[config.mk]
export PLATFORM = sky130hd
export DESIGN_NAME = seq_detector_multi
export DESIGN_NICKNAME = d
export VERILOG_FILES = /design/src/rtl/seq_det_pkg.sv /design/src/rtl/seq_det_channel.sv /design/src/rtl/seq_detector_multi.sv
export SDC_FILE = /design/constraint.sdc
export NUM_CORES = 1
export LEC_CHECK = 0
export BUFFER_PORTS_ARGS = -buffer_cell sky130_fd_sc_hd__buf_4
export CAP_MARGIN = 25
export CORE_MARGIN = 5
export CORE_UTILIZATION = 27
export CTS_BUF_LIST = sky130_fd_sc_hd__clkbuf_8
export CTS_CLUSTER_SIZE = 8
export DETAILED_ROUTE_END_ITERATION = 8
export GPL_TIMING_DRIVEN = 0
export SLEW_MARGIN = 20
export SYNTH_ARGS = -nofsm -noshare
export SYNTH_HDL_FRONTEND = slang
export SYNTH_SLANG_ARGS = --single-unit
[constraint.sdc]
create_clock -name clk -period 10.4 [get_ports clk]
set_clock_uncertainty 0.1 [all_clocks]
set_input_delay 1.04 -clock clk [delete_from_list [all_inputs] [get_ports clk]]
set_output_delay 1.04 -clock clk [all_outputs]
set_load 0.02 [all_outputs]
[src/rtl/seq_det_pkg.sv]
// Shared constants and helpers for the multi-pattern serial sequence detector.
package seq_det_pkg;

  localparam int unsigned MAX_N_DEF   = 32;
  localparam logic        MODE_OVL    = 1'b0;
  localparam logic        MODE_NONOVL = 1'b1;

  // Width needed to hold a length value in 0..max_n.
  function automatic int unsigned len_w(input int unsigned max_n);
    return $clog2(max_n + 1);
  endfunction

endpackage

[src/rtl/seq_det_channel.sv]
// One pattern channel: config registers, availability tracking, masked compare
// and a saturating match counter.
module seq_det_channel
  import seq_det_pkg::*;
#(
  parameter  int unsigned MAX_N = MAX_N_DEF,
  parameter  int unsigned CNT_W = 16,
  localparam int unsigned LEN_W = len_w(MAX_N)
) (
  input  logic             clk,
  input  logic             rst,
  input  logic             accept_i,
  input  logic             flush_i,
  input  logic [MAX_N-1:0] nh_i,
  input  logic [LEN_W-1:0] fill_i,
  input  logic             cfg_we_i,
  input  logic [LEN_W-1:0] cfg_len_i,
  input  logic [MAX_N-1:0] cfg_pattern_i,
  input  logic             cfg_nonovl_i,
  input  logic             clear_cnt_i,
  output logic             fire_c_o,
  output logic [CNT_W-1:0] cnt_o
);

  localparam logic [LEN_W-1:0] LEN_MAX = LEN_W'(MAX_N);

  logic [LEN_W-1:0] len_q, len_d;
  logic [MAX_N-1:0] pat_q;
  logic             nonovl_q;
  logic [LEN_W-1:0] avail_q, avail_d;
  logic [CNT_W-1:0] cnt_q, cnt_d;
  logic [MAX_N-1:0] mask;
  logic [LEN_W-1:0] avail_sel;
  logic             pat_eq;
  logic             enough;

  assign len_d = (cfg_len_i > LEN_MAX) ? LEN_MAX : cfg_len_i;

  always_comb begin
    mask = '0;
    for (int b = 0; b < MAX_N; b++) begin
      mask[b] = ((LEN_W+1)'(b) < {1'b0, len_q});
    end
  end

  // Length guard is evaluated one bit wider so avail+1 cannot overflow at MAX_N.
  assign pat_eq    = ((nh_i ^ pat_q) & mask) == '0;
  assign avail_sel = (nonovl_q == MODE_NONOVL) ? avail_q : fill_i;
  assign enough    = ({1'b0, avail_sel} + (LEN_W+1)'(1)) >= {1'b0, len_q};
  assign fire_c_o  = accept_i && (len_q != '0) && pat_eq && enough;

  always_comb begin
    avail_d = avail_q;
    if (flush_i || cfg_we_i || fire_c_o) begin
      avail_d = '0;
    end else if (accept_i && (avail_q != LEN_MAX)) begin
      avail_d = avail_q + LEN_W'(1);
    end
  end

  always_comb begin
    cnt_d = cnt_q;
    if (clear_cnt_i || cfg_we_i) begin
      cnt_d = '0;
    end else if (fire_c_o && (cnt_q != '1)) begin
      cnt_d = cnt_q + CNT_W'(1);
    end
  end

  always_ff @(posedge clk or posedge rst) begin
    if (rst) begin
      len_q    <= '0;
      pat_q    <= '0;
      nonovl_q <= MODE_OVL;
      avail_q  <= '0;
      cnt_q    <= '0;
    end else begin
      if (cfg_we_i) begin
        len_q    <= len_d;
        pat_q    <= cfg_pattern_i;
        nonovl_q <= cfg_nonovl_i;
      end
      avail_q <= avail_d;
      cnt_q   <= cnt_d;
    end
  end

  assign cnt_o = cnt_q;

endmodule

[src/rtl/seq_detector_multi.sv]
// Multi-pattern serial sequence detector: shared history/fill, per-channel
// matchers, registered match outputs with lowest-index priority.
module seq_detector_multi
  import seq_det_pkg::*;
#(
  parameter  int unsigned MAX_N   = MAX_N_DEF,
  parameter  int unsigned NUM_PAT = 4,
  parameter  int unsigned CNT_W   = 16,
  localparam int unsigned LEN_W   = len_w(MAX_N),
  localparam int unsigned SEL_W   = (NUM_PAT > 1) ? $clog2(NUM_PAT) : 1
) (
  input  logic               clk,
  input  logic               rst,
  input  logic               bit_valid_i,
  input  logic               bit_in_i,
  input  logic               flush_i,
  input  logic               cfg_we_i,
  input  logic [SEL_W-1:0]   cfg_sel_i,
  input  logic [LEN_W-1:0]   cfg_len_i,
  input  logic [MAX_N-1:0]   cfg_pattern_i,
  input  logic               cfg_nonovl_i,
  input  logic               clear_cnt_i,
  input  logic [SEL_W-1:0]   cnt_sel_i,
  output logic [NUM_PAT-1:0] match_vec_o,
  output logic               match_any_o,
  output logic [SEL_W-1:0]   match_idx_o,
  output logic [CNT_W-1:0]   cnt_out_o
);

  localparam logic [LEN_W-1:0] FILL_MAX = LEN_W'(MAX_N);

  // Reset asserts asynchronously and releases on a clock edge.
  logic [1:0] rst_sync_q;
  logic       rst_int;

  always_ff @(posedge clk or posedge rst) begin
    if (rst) rst_sync_q <= 2'b11;
    else     rst_sync_q <= {rst_sync_q[0], 1'b0};
  end
  assign rst_int = rst_sync_q[1];

  logic [MAX_N-2:0]   hist_q;
  logic [LEN_W-1:0]   fill_q, fill_d;
  logic [MAX_N-1:0]   nh;
  logic               accept;
  logic [NUM_PAT-1:0] fire_c;
  logic [CNT_W-1:0]   cnt_arr [NUM_PAT];
  logic [SEL_W-1:0]   idx_d;

  // A flush in the same cycle drops the incoming bit.
  assign accept = bit_valid_i && !flush_i;
  assign nh     = {hist_q, bit_in_i};

  always_comb begin
    fill_d = fill_q;
    if (flush_i) begin
      fill_d = '0;
    end else if (accept && (fill_q != FILL_MAX)) begin
      fill_d = fill_q + LEN_W'(1);
    end
  end

  always_ff @(posedge clk or posedge rst_int) begin
    if (rst_int) begin
      hist_q <= '0;
      fill_q <= '0;
    end else begin
      if (flush_i)     hist_q <= '0;
      else if (accept) hist_q <= nh[MAX_N-2:0];
      fill_q <= fill_d;
    end
  end

  for (genvar g = 0; g < NUM_PAT; g++) begin : g_ch
    seq_det_channel #(
      .MAX_N (MAX_N),
      .CNT_W (CNT_W)
    ) u_ch (
      .clk           (clk),
      .rst           (rst_int),
      .accept_i      (accept),
      .flush_i       (flush_i),
      .nh_i          (nh),
      .fill_i        (fill_q),
      .cfg_we_i      (cfg_we_i && (cfg_sel_i == SEL_W'(g))),
      .cfg_len_i     (cfg_len_i),
      .cfg_pattern_i (cfg_pattern_i),
      .cfg_nonovl_i  (cfg_nonovl_i),
      .clear_cnt_i   (clear_cnt_i),
      .fire_c_o      (fire_c[g]),
      .cnt_o         (cnt_arr[g])
    );
  end

  always_comb begin
    idx_d = '0;
    for (int i = int'(NUM_PAT) - 1; i >= 0; i--) begin
      if (fire_c[i]) idx_d = SEL_W'(i);
    end
  end

  always_ff @(posedge clk or posedge rst_int) begin
    if (rst_int) begin
      match_vec_o <= '0;
      match_any_o <= 1'b0;
      match_idx_o <= '0;
    end else begin
      match_vec_o <= fire_c;
      match_any_o <= |fire_c;
      match_idx_o <= idx_d;
    end
  end

  // Unmatched selects (>= NUM_PAT) read back as zero.
  always_comb begin
    cnt_out_o = '0;
    for (int i = 0; i < NUM_PAT; i++) begin
      if (cnt_sel_i == SEL_W'(i)) cnt_out_o = cnt_arr[i];
    end
  end

endmodule

==> impl_metrics.env, run 1 <==
export IMPL_status="complete, no violations"
export IMPL_tritoncts="yes"
export IMPL_totalWireLength_mm=58.98
export IMPL_synth_avg_cell_area_um2=9.238
export IMPL_synth_edff_count=0
export IMPL_swShare_pct=32.85
export IMPL_vias=14630
export IMPL_synthArstFlopShare_pct=100.0
export IMPL_r2r_end="g_ch[2].u_ch.avail_q[0]"
export IMPL_min_period_ps=4836
export IMPL_rsz0062_at_grt="false"
export IMPL_required_ps=10830
export IMPL_syn_nets=1958
export IMPL_clock_sinks=290
export IMPL_rrSetupSlack_ps=5560
export IMPL_wl_per_cell_um=20.47
export IMPL_totalPowerFinal_w=0.003205
export IMPL_first_global_vias=14650
export IMPL_yosysSeqAreaShare_pct=42.11
export IMPL_grt_pass1_wl_mm=89.92
export IMPL_clock_latency_ps=660
export IMPL_slew_viol_final=0
export IMPL_drt_iter0_drc=1192
export IMPL_hold_buffers=0
export IMPL_finalWeightedCongestion=0.9192
export IMPL_worstMarginPinSlew_ps=995.0
export IMPL_cts_resized=0
export IMPL_pwr_share_clk_pct=36.6
export IMPL_wl_met2_mm=26.29
export IMPL_power_share_combinational_pct=22.1
export IMPL_wl_met1_mm=26.26
export IMPL_via_per_inst=5.079
export IMPL_grt_max_degree=95
export IMPL_p_int_w=0.002152
export IMPL_irDropWorstVdd_mv=0.1041
export IMPL_core_area_mm2=0.06320
export IMPL_die_area_mm2=0.06900
export IMPL_p_leak_nw=8.821
export IMPL_cp_max_fo=10
export IMPL_critical_path_arrival_ps=5270
export IMPL_die_w_um=262.7
export IMPL_drc=0
export IMPL_endpoint_kind="flip-flop"
export IMPL_dr_max_layer_used="met4"
export IMPL_setup_viol=0
export IMPL_post_cts_setup_buffers=0
export IMPL_min_path_type="reg2async"
export IMPL_ios=73
export IMPL_max_cap_viol_count=0
export IMPL_clk_pin_slew_ps=70
export IMPL_cts_buffers_inserted=52
export IMPL_finalCritPeriodShare_pct=46.50
export IMPL_crit_end="g_ch[2].u_ch.avail_q[0]"
export IMPL_r2r_cells=15
export IMPL_hold_viol=0
export IMPL_netlist_area_mm2=0.01724
export IMPL_cts_root_buf="clkbuf_8"
export IMPL_fmax_mhz=206.8
export IMPL_powerDensity_mw_per_mm2=159.6
export IMPL_seqPwrFrac_pct=41.3
export IMPL_layout_setup_ws_ps=5564
export IMPL_port_buffers=66
export IMPL_areaGrowthSynthToFinish_pct=16.49
export IMPL_max_clock_path_buffers=3
export IMPL_cts_htree_levels=2
export IMPL_p_sw_w=0.001053
export IMPL_yosysWarnings=0
export IMPL_max_slew_margin_pct=32.80
export IMPL_critPathLaunchType="flip-flop"
export IMPL_wl_met3_mm=3.753
export IMPL_synthFlopType="dfrtp_1"
export IMPL_pre_cts_ws_ps=5232
export IMPL_die_h_um=262.7
export IMPL_dpl_hpwl_mm=45.19
export IMPL_antenna_found_initial=2
export IMPL_placementRows=92
export IMPL_r2r_start="g_ch[2].u_ch.nonovl_q"
export IMPL_finalNetCount=2083
export IMPL_initial_core_util_pct=27.28
export IMPL_drtPass1Iterations=7
export IMPL_drive_above_1_share_pct=13.91
export IMPL_fin_hold_ws_ps=165.2
export IMPL_syn_inst=1866
export IMPL_crit_path_start="g_ch[2].u_ch.nonovl_q"
export IMPL_critPathKind="reg2reg"
export IMPL_ant_nets=0
export IMPL_grt_use_total_pct=16.60
export IMPL_yosysUniqueCellTypes=84
export IMPL_overflow=0
export IMPL_yosys_register_bits=290
## worst min-delay path by stage
stage             startpoint  slack (ps)                     end
2_1_floorplan  rst_sync_q[0]         250           rst_sync_q[1]
3_5_place_dp   rst_sync_q[1]         210   g_ch[1].u_ch.cnt_o[4]
3_3_place_gp   rst_sync_q[0]         250           rst_sync_q[1]
6_report       rst_sync_q[1]         170  g_ch[1].u_ch.cnt_o[15]
4_1_cts        rst_sync_q[1]         180  g_ch[1].u_ch.cnt_o[15]
5_1_grt        rst_sync_q[1]         220  g_ch[1].u_ch.cnt_o[15]
## flip-flops by register name, indices dropped and copies added, names as in the netlist
| register | count |
|---|---|
| match_vec_o | 4 |
| fill_q | 6 |
| g_ch.u_ch.nonovl_q | 4 |
| rst_sync_q | 2 |
| g_ch.u_ch.pat_q | 128 |
| g_ch.u_ch.avail_q | 24 |
| hist_q | 31 |
| g_ch.u_ch.len_q | 24 |
| g_ch.u_ch.cnt_o | 64 |
| match_any_o | 1 |
| match_idx_o | 2 |
## critical path, stage by stage, from the launching register on
cell       delay (ps)
dfrtp_1           410
buf_1             240
o21ai_0           390
nand3_1           220
nor2_1            170
xnor2_1           130
o21ai_0           130
ha_1              340
o2111ai_1         110
o221a_2           360
nor3_1            200
nand4_1           700
nor2b_1           670
or3b_2            200
clkbuf_1          240
nor2_1             90
## placed cells by master (no fill, tap or decap), types with 9 or more instances in the layout
cell	count
nand2_1	305
o41ai_1	9
buf_1	19
buf_4	66
dfrtp_1	288
nand4_1	35
mux2i_1	59
mux2_2	69
o22ai_1	15
nor3_1	31
ha_1	42
clkbuf_8	70
a211oi_1	11
buf_2	10
nand3_1	55
nor4_1	19
or3_1	26
mux4_2	16
inv_1	62
xor2_1	99
nor2_1	131
clkbuf_1	104
and3_1	24
xnor2_1	94
o211ai_1	10
and2_1	9
nor2b_1	9
o21ai_0	87
a31oi_1	15
nand2b_1	20
a21oi_1	73
## stage by stage
step | utilization, % | std cells | TNS (ps) | cell area, um^2
2_1_floorplan | - | 1866 | 0 | 17240
5_1_grt | 31.78 | 2881 | 0 | 20080
4_1_cts | 31.77 | 2880 | 0 | 20080
3_5_place_dp | 29.94 | 2783 | 0 | 18920
6_report | 31.78 | 2881 | 0 | 20080
3_3_place_gp | 29.74 | 2778 | -337500 | 18790
## Yosys cell counts (4+ instances only)
| master | n | area share (%) |
|---|---|---|
| or3_1 | 26 | 0.94 |
| nand4b_1 | 4 | 0.20 |
| o21a_1 | 5 | 0.22 |
| nor2_1 | 131 | 2.9 |
| nor4_1 | 19 | 0.69 |
| and3_1 | 24 | 0.87 |
| clkbuf_1 | 104 | 2.3 |
| o211ai_1 | 10 | 0.44 |
| a41oi_1 | 6 | 0.30 |
| a21oi_1 | 73 | 2.1 |
| ha_1 | 42 | 3.0 |
| a211o_1 | 4 | 0.20 |
| nand2b_1 | 20 | 0.73 |
| and4_1 | 7 | 0.36 |
| xor2_1 | 99 | 5.0 |
| nor3_1 | 31 | 0.90 |
| a211oi_1 | 11 | 0.48 |
| inv_1 | 50 | 1.1 |
| mux2_2 | 69 | 4.5 |
| a22oi_1 | 5 | 0.22 |
| nand3_1 | 55 | 1.6 |
| nor2b_1 | 9 | 0.33 |
| a31oi_1 | 15 | 0.54 |
| mux2i_1 | 59 | 3.4 |
| o21ai_0 | 87 | 2.5 |
| or2_2 | 8 | 0.29 |
| mux4_2 | 16 | 2.1 |
| or4_1 | 6 | 0.26 |
| xnor2_1 | 94 | 4.8 |
| and2_1 | 9 | 0.33 |
| a21o_1 | 5 | 0.22 |
| nand4_1 | 35 | 1.3 |
| o22ai_1 | 15 | 0.54 |
| o41ai_1 | 9 | 0.46 |
| dfrtp_1 | 288 | 42 |
| buf_1 | 19 | 0.41 |
| o2111ai_1 | 7 | 0.36 |
| nand2_1 | 305 | 6.6 |
| a31o_2 | 4 | 0.20 |
| buf_2 | 10 | 0.29 |
## metal layers
layer / vias up / GRT usage, %
met1: 7222 / 22.68
met5: - / 0
li1: 6772 / -
met3: 116 / 3.015
met4: 0 / 7.137
met2: 522 / 25.89
## kinds of logic after synthesis
kind of cell | Yosys count | share of synthesized area [%]
multiplexers | 145 | 10.11
adder cells (fa/ha/maj) | 43 | 3.106
flip-flops | 290 | 42.11
AND/OR/NAND/NOR | 714 | 19.65
XOR/XNOR | 193 | 9.805
AO/OA/AOI/OAI | 296 | 11.12
other | 1 | 0.02175
buffers and inverters | 184 | 4.079
## final cells by class
| class | count | area [um^2] |
|---|---|---|
| clock buffers | 70 | 963.4 |
| fillers | 6511 | 43110 |
| plain buffers | 133 | 511.7 |
| repair buffers | 71 | 600.6 |
| well taps | 846 | 1059 |
| multi-input cells | 1392 | 9290 |
| inverters | 51 | 198.9 |
| clock inverters | 27 | 196.4 |
| flip-flops and latches | 290 | 7259 |
| diodes | 1 | 2.502 |
## power by group through the flow
stage	combinational (W)	clock, W	sequential, W
floorplan	0.000463	0	0.00132
global placement	0.000684	0	0.00134
detailed placement	0.000696	0	0.00134
CTS	0.000701	0.00121	0.00132
global route	0.000769	0.00126	0.00133
finish	0.000708	0.00117	0.00132
No activity file was read; power rests on OpenSTA's default activity.
==> run 2: changes to the inputs <==
clock period = 4.5 ns   (was 10.4 ns; I/O delays follow)
==> impl_metrics.env, run 2 (synthesis gave the netlist of run 1 again) <==
export IMPL_status="complete, no violations"
export IMPL_dpl_hpwl_mm=45.59
export IMPL_grt_max_degree=35
export IMPL_slew_viol_final=0
export IMPL_drtPass1Iterations=6
export IMPL_grt_use_total_pct=16.68
export IMPL_drt_iter0_drc=1402
export IMPL_antenna_found_initial=2
export IMPL_fin_hold_ws_ps=125.4
export IMPL_critPathLaunchType="flip-flop"
export IMPL_ant_nets=0
export IMPL_die_h_um=262.7
export IMPL_path_common_cell="nor2_1"
export IMPL_cts_root_buf="clkbuf_8"
export IMPL_required_ps=4900
export IMPL_r2r_end="g_ch[3].u_ch.avail_q[3]"
export IMPL_finalCritPeriodShare_pct=92.65
export IMPL_grt_pass1_wl_mm=90.71
export IMPL_critical_path_arrival_ps=4570
export IMPL_min_path_type="in2reg"
export IMPL_setup_viol=0
export IMPL_placed_cells=2790
export IMPL_slowest_stage="o21ai_0"
export IMPL_r2r_start="g_ch[3].u_ch.nonovl_q"
export IMPL_max_slew_margin_pct=34.04
export IMPL_placementRows=92
export IMPL_endpoint_kind="flip-flop"
export IMPL_cpPeakStageDelay_ps=460
export IMPL_die_area_mm2=0.06900
export IMPL_rsz0062_at_grt="false"
export IMPL_cts_htree_levels=2
export IMPL_hold_viol=0
export IMPL_final_common_cell="nand2_1"
export IMPL_max_cap_viol_count=0
export IMPL_die_w_um=262.7
export IMPL_fmax_mhz=239.9
export IMPL_totalPowerFinal_w=0.007373
export IMPL_min_to="g_ch[1].u_ch.cnt_o[4]"
export IMPL_seq_area_mm2=0.007259
export IMPL_powerDensity_mw_per_mm2=359.2
export IMPL_drive_above_1_share_pct=13.95
export IMPL_wl_per_cell_um=20.33
export IMPL_multiInputGateArea_mm2=0.009293
export IMPL_fill_cells=6564
export IMPL_final_cell_mix="305 x nand2_1, 288 x dfrtp_1, 131 x nor2_1"
export IMPL_via_per_inst=5.102
export IMPL_rrSetupSlack_ps=330
export IMPL_crit_path_cell_trace="buf_1 > o21ai_0 > nand3_1 > nor2_1 > xor2_1 > nor2_1 > a21oi_1 > ha_1 > o2111ai_1 > o211a_1 > nor4_1 > nand4_1 > nor4b_4 > or3_1 > clkbuf_1 > nor2_1"
export IMPL_r2r_cells=16
export IMPL_cp_max_fo=10
export IMPL_hold_path_depth=3
export IMPL_irDropWorstVdd_mv=0.2096
export IMPL_totalWireLength_mm=59.48
export IMPL_max_clock_path_buffers=3
export IMPL_ios=73
export IMPL_port_buffers=66
export IMPL_utilization_pct=32.48
export IMPL_min_period_ps=4169
export IMPL_p_leak_nw=9.027
export IMPL_first_global_vias=14930
export IMPL_largest_register="g_ch.u_ch.pat_q"
export IMPL_vias=14930
export IMPL_clock_sinks=290
export IMPL_hold_start="clear_cnt_i"
export IMPL_cts_buffers_inserted=53
export IMPL_largest_reg_flops=128
export IMPL_drc=0
export IMPL_tns_ps=0
export IMPL_core_area_mm2=0.06320
export IMPL_tritoncts="yes"
export IMPL_clock_latency_ps=660
export IMPL_stdcell_count=2926
export IMPL_finalNetCount=2131
export IMPL_finalWeightedCongestion=0.9275
export IMPL_worst_path_buf_inv=2
export IMPL_cp_top_family="simple AND/OR/NAND/NOR gates"
export IMPL_critPathKind="reg2reg"
export IMPL_areaGrowthSynthToFinish_pct=19.07
export IMPL_clk_pin_slew_ps=60
export IMPL_overflow=0
export IMPL_initial_core_util_pct=27.28
export IMPL_worstMarginPinSlew_ps=976.6
==> run 2: cell count changes in the layout (fill, tap and decap cells not counted), sizes merged <==
cell	previous run	this run
buf	100	112
clkbuf	174	171
clkinv	10	9
dlygate4sd3	0	35
inv	64	66
==> run 2: timing repair <==
action                     in CTS  in global routing
gates resized for setup         1                  0
hold endpoints to repair      135                  0
pin swaps                       1                  2
setup endpoints to repair      18                 18
hold buffers                   35                  0
buffers inserted                2                  3
==> run 2: worst max path at each step <==
stage,startpoint,endpoint,slack (ps),cells after the start
5_1_grt,g_ch[0].u_ch.nonovl_q,g_ch[0].u_ch.cnt_o[4],50,17
3_3_place_gp,rst_sync_q[1],g_ch[1].u_ch.pat_q[25],-1530,1
6_report,g_ch[3].u_ch.nonovl_q,g_ch[3].u_ch.avail_q[3],330,16
2_1_floorplan,rst_sync_q[1],fill_q[0],210,1
3_5_place_dp,g_ch[2].u_ch.nonovl_q,g_ch[2].u_ch.avail_q[4],-390,15
4_1_cts,g_ch[3].u_ch.nonovl_q,g_ch[3].u_ch.avail_q[3],20,16
==> run 2: power by group <==
part / total, W / internal [W] / leakage (nW) / switching [W]
logic: 0.00168 / 0.000632 / 4.61 / 0.00104
registers: 0.00306 / 0.00286 / 3.78 / 0.000200
clock network: 0.00264 / 0.00145 / 0.638 / 0.00119
total: 0.00737 / 0.00494 / 9.03 / 0.00243
==> run 2: per-stage QoR <==
stage          area, um^2  worst slack, ps
6_report            20530            330.8
5_1_grt             20530            46.34
4_1_cts             20500            21.91
3_5_place_dp        19020           -385.4
3_3_place_gp        18800            -1530
2_1_floorplan       17240            209.9
==> run 2: metal layers <==
| layer | vias up | global-route usage [%] | routed length, um |
|---|---|---|---|
| met5 | - | 0 | 0 |
| met4 | 0 | 6.769 | 2498 |
| met3 | 103 | 2.425 | 3497 |
| met2 | 522 | 26.48 | 27190 |
| met1 | 7429 | 22.95 | 26290 |
| li1 | 6873 | - | - |
==> run 2: cell type report <==
class	count	share of cell area [%]
inverter	51	0.9509
tap	846	5.157
antenna	1	0.01219
clock inverter	28	0.9448
timing repair buffer	118	5.309
sequential	290	35.37
buffer	133	2.493
clock buffer	67	4.493
multi-input combinational	1392	45.27
==> run 2: worst reg2reg max path: cells and delay by family (launching register included) <==
family,cells,cell delay (ps)
xor gates and xnor gates,1,170
buffers and inverters,2,460
DFF,1,420
adders and majority gates,1,200
and+or+nand+nor,8,1580
AOI/OAI and AO/OA,4,1110
==> run 3: changes to the inputs <==
CORE_UTILIZATION = 40   (was 27)
MAX_ROUTING_LAYER = met4   (was default)
==> impl_metrics.env, run 3 (synthesis gave the netlist of run 1 again) <==
export IMPL_via_per_inst=5.533
export IMPL_initial_core_util_pct=40.20
export IMPL_hold_path_depth=3
export IMPL_stdcell_count=2666
export IMPL_slowest_stage="nor4_2"
export IMPL_critPathKind="reg2reg"
export IMPL_drive_above_1_share_pct=14.08
export IMPL_cts_htree_levels=2
export IMPL_setup_viol=0
export IMPL_endpoint_kind="flip-flop"
export IMPL_areaGrowthSynthToFinish_pct=17.35
export IMPL_slew_viol_final=0
export IMPL_clock_sinks=290
export IMPL_placed_cell_area_mm2=0.01871
export IMPL_finalWeightedCongestion=0.9376
export IMPL_critical_path_arrival_ps=4660
export IMPL_finalCritPeriodShare_pct=93.90
export IMPL_cts_root_buf="clkbuf_8"
export IMPL_wl_per_cell_um=22.10
export IMPL_finalNetCount=2130
export IMPL_pre_cts_ws_ps=-278.6
export IMPL_fmax_mhz=236.7
export IMPL_clock_latency_ps=650
export IMPL_cts_buffers_inserted=53
export IMPL_irDropWorstVdd_mv=0.2239
export IMPL_first_global_vias=14580
export IMPL_tritoncts="yes"
export IMPL_totalWireLength_mm=58.92
export IMPL_grt_max_degree=35
export IMPL_totalPowerFinal_w=0.007426
export IMPL_largest_reg_flops=128
export IMPL_post_route_cell_area_mm2=0.02023
export IMPL_worstMarginPinSlew_ps=991.5
export IMPL_status="complete, no violations"
export IMPL_cp_max_fo=10
export IMPL_max_slew_margin_pct=33.03
export IMPL_die_w_um=217.6
export IMPL_drt_iter0_drc=1353
export IMPL_max_cap_viol_count=0
export IMPL_drtPass1Iterations=6
export IMPL_tns_ps=0
export IMPL_vias=14750
export IMPL_ios=73
export IMPL_port_buffers=66
export IMPL_crit_path_cell_trace="clkbuf_2 > o21ai_0 > nand3_1 > nor2_1 > xor2_1 > nor2_1 > a21oi_1 > ha_1 > o2111ai_1 > o221ai_1 > o2111ai_1 > nor4_2 > buf_2 > nand3_1 > xnor2_1 > and2_1"
export IMPL_ant_nets=0
export IMPL_core_area_mm2=0.04289
export IMPL_n_antenna_cell=0
export IMPL_r2r_cells=16
export IMPL_cpPeakStageDelay_ps=510
export IMPL_layout_setup_ws_ps=274.7
export IMPL_rsz0062_at_grt="false"
export IMPL_die_h_um=217.6
export IMPL_overflow=0
export IMPL_drc=0
export IMPL_largest_register="g_ch.u_ch.pat_q"
export IMPL_dpl_hpwl_mm=44.62
export IMPL_final_common_cell="nand2_1"
export IMPL_min_period_ps=4225
export IMPL_min_path_type="in2reg"
export IMPL_die_area_mm2=0.04735
export IMPL_placementRows=76
export IMPL_critPathLaunchType="flip-flop"
export IMPL_final_cell_mix="305 x nand2_1, 288 x dfrtp_1, 131 x nor2_1"
export IMPL_required_ps=4940
export IMPL_clk_pin_slew_ps=60
export IMPL_p_leak_nw=9.049
export IMPL_grt_pass1_wl_mm=89.31
export IMPL_grt_use_total_pct=25.44
export IMPL_hold_viol=0
export IMPL_max_clock_path_buffers=3
export IMPL_antenna_found_initial=2
export IMPL_powerDensity_mw_per_mm2=367.1
export IMPL_placed_cells=2528
==> run 3: cell types whose count changed in the layout (fill, tap and decap cells not counted), moves of 2 or more <==
cell	previous run	this run
clkbuf_8	67	63
clkinv_2	6	10
buf_16	0	2
bufinv_16	2	4
clkbuf_2	0	2
clkinv_8	2	0
==> run 3: cell type report <==
class,count,area [um^2]
fill,4145,22660
multi-input combinational,1392,9290
sequential,290,7259
timing repair buffer,117,1107
clock buffer,63,867.1
tap,585,732.0
buffer,133,514.2
clock inverter,35,264.0
inverter,51,195.2
==> run 3: worst max-delay path: cells and delay by family, from the launching register on <==
family	cells	cell delay, ps
AO/OA/AOI/OAI	5	1310
AND/OR/NAND/NOR	6	1260
buffers and inverters	2	550
flip-flops	1	420
XOR/XNOR	2	290
adder cells (fa/ha/maj)	1	200
==> run 3: path summary, 6_finish.rpt <==
path                       slack, ps                   from                endpoint
max                              270  g_ch[1].u_ch.nonovl_q  g_ch[1].u_ch.cnt_o[10]
min                               40           cfg_len_i[5]   g_ch[0].u_ch.len_q[5]
max reg2reg                      270  g_ch[1].u_ch.nonovl_q  g_ch[1].u_ch.cnt_o[10]
min reg2reg                      190          rst_sync_q[1]  g_ch[3].u_ch.pat_q[16]
max in group asynchronous       3090          rst_sync_q[1]  g_ch[2].u_ch.pat_q[29]
min in group asynchronous        190          rst_sync_q[1]  g_ch[3].u_ch.pat_q[16]
==> run 3: layer usage <==
layer  track usage, %  up-vias  part of all wire (%)  routed length [um]
met5                -        -                     0                   0
met1            34.26     7271                    44               25970
met3            3.860      102                   6.5                3840
met4            10.95        0                   4.5                2645
li1                 -     6871                     -                   -
met2            38.46      506                    45               26460
==> run 3: through the flow <==
step	hold slack [ps]	utilization, %
after floorplan	245.2	-
after global placement	246.4	43.07
after detailed placement	191.3	43.63
after CTS	0.05929	47.10
after global routing	30.62	47.17
final	39.52	47.17
==> run 3: repair_timing <==
| action | in CTS | in global routing |
|---|---|---|
| hold endpoints to repair | 134 | 0 |
| setup endpoints to repair | 16 | 37 |
| pin swaps | 1 | 2 |
| setup buffers | 2 | 4 |
| gates resized for setup | 0 | 2 |
| hold buffers | 34 | 0 |
| gates cloned | 0 | 0 |
==> run 3: where the power goes <==
group | internal, W | total [W] | switching [W]
clock network | 0.00150 | 0.00270 | 0.00120
registers | 0.00286 | 0.00305 | 0.000198
logic | 0.000633 | 0.00167 | 0.00104
total | 0.00499 | 0.00743 | 0.00243
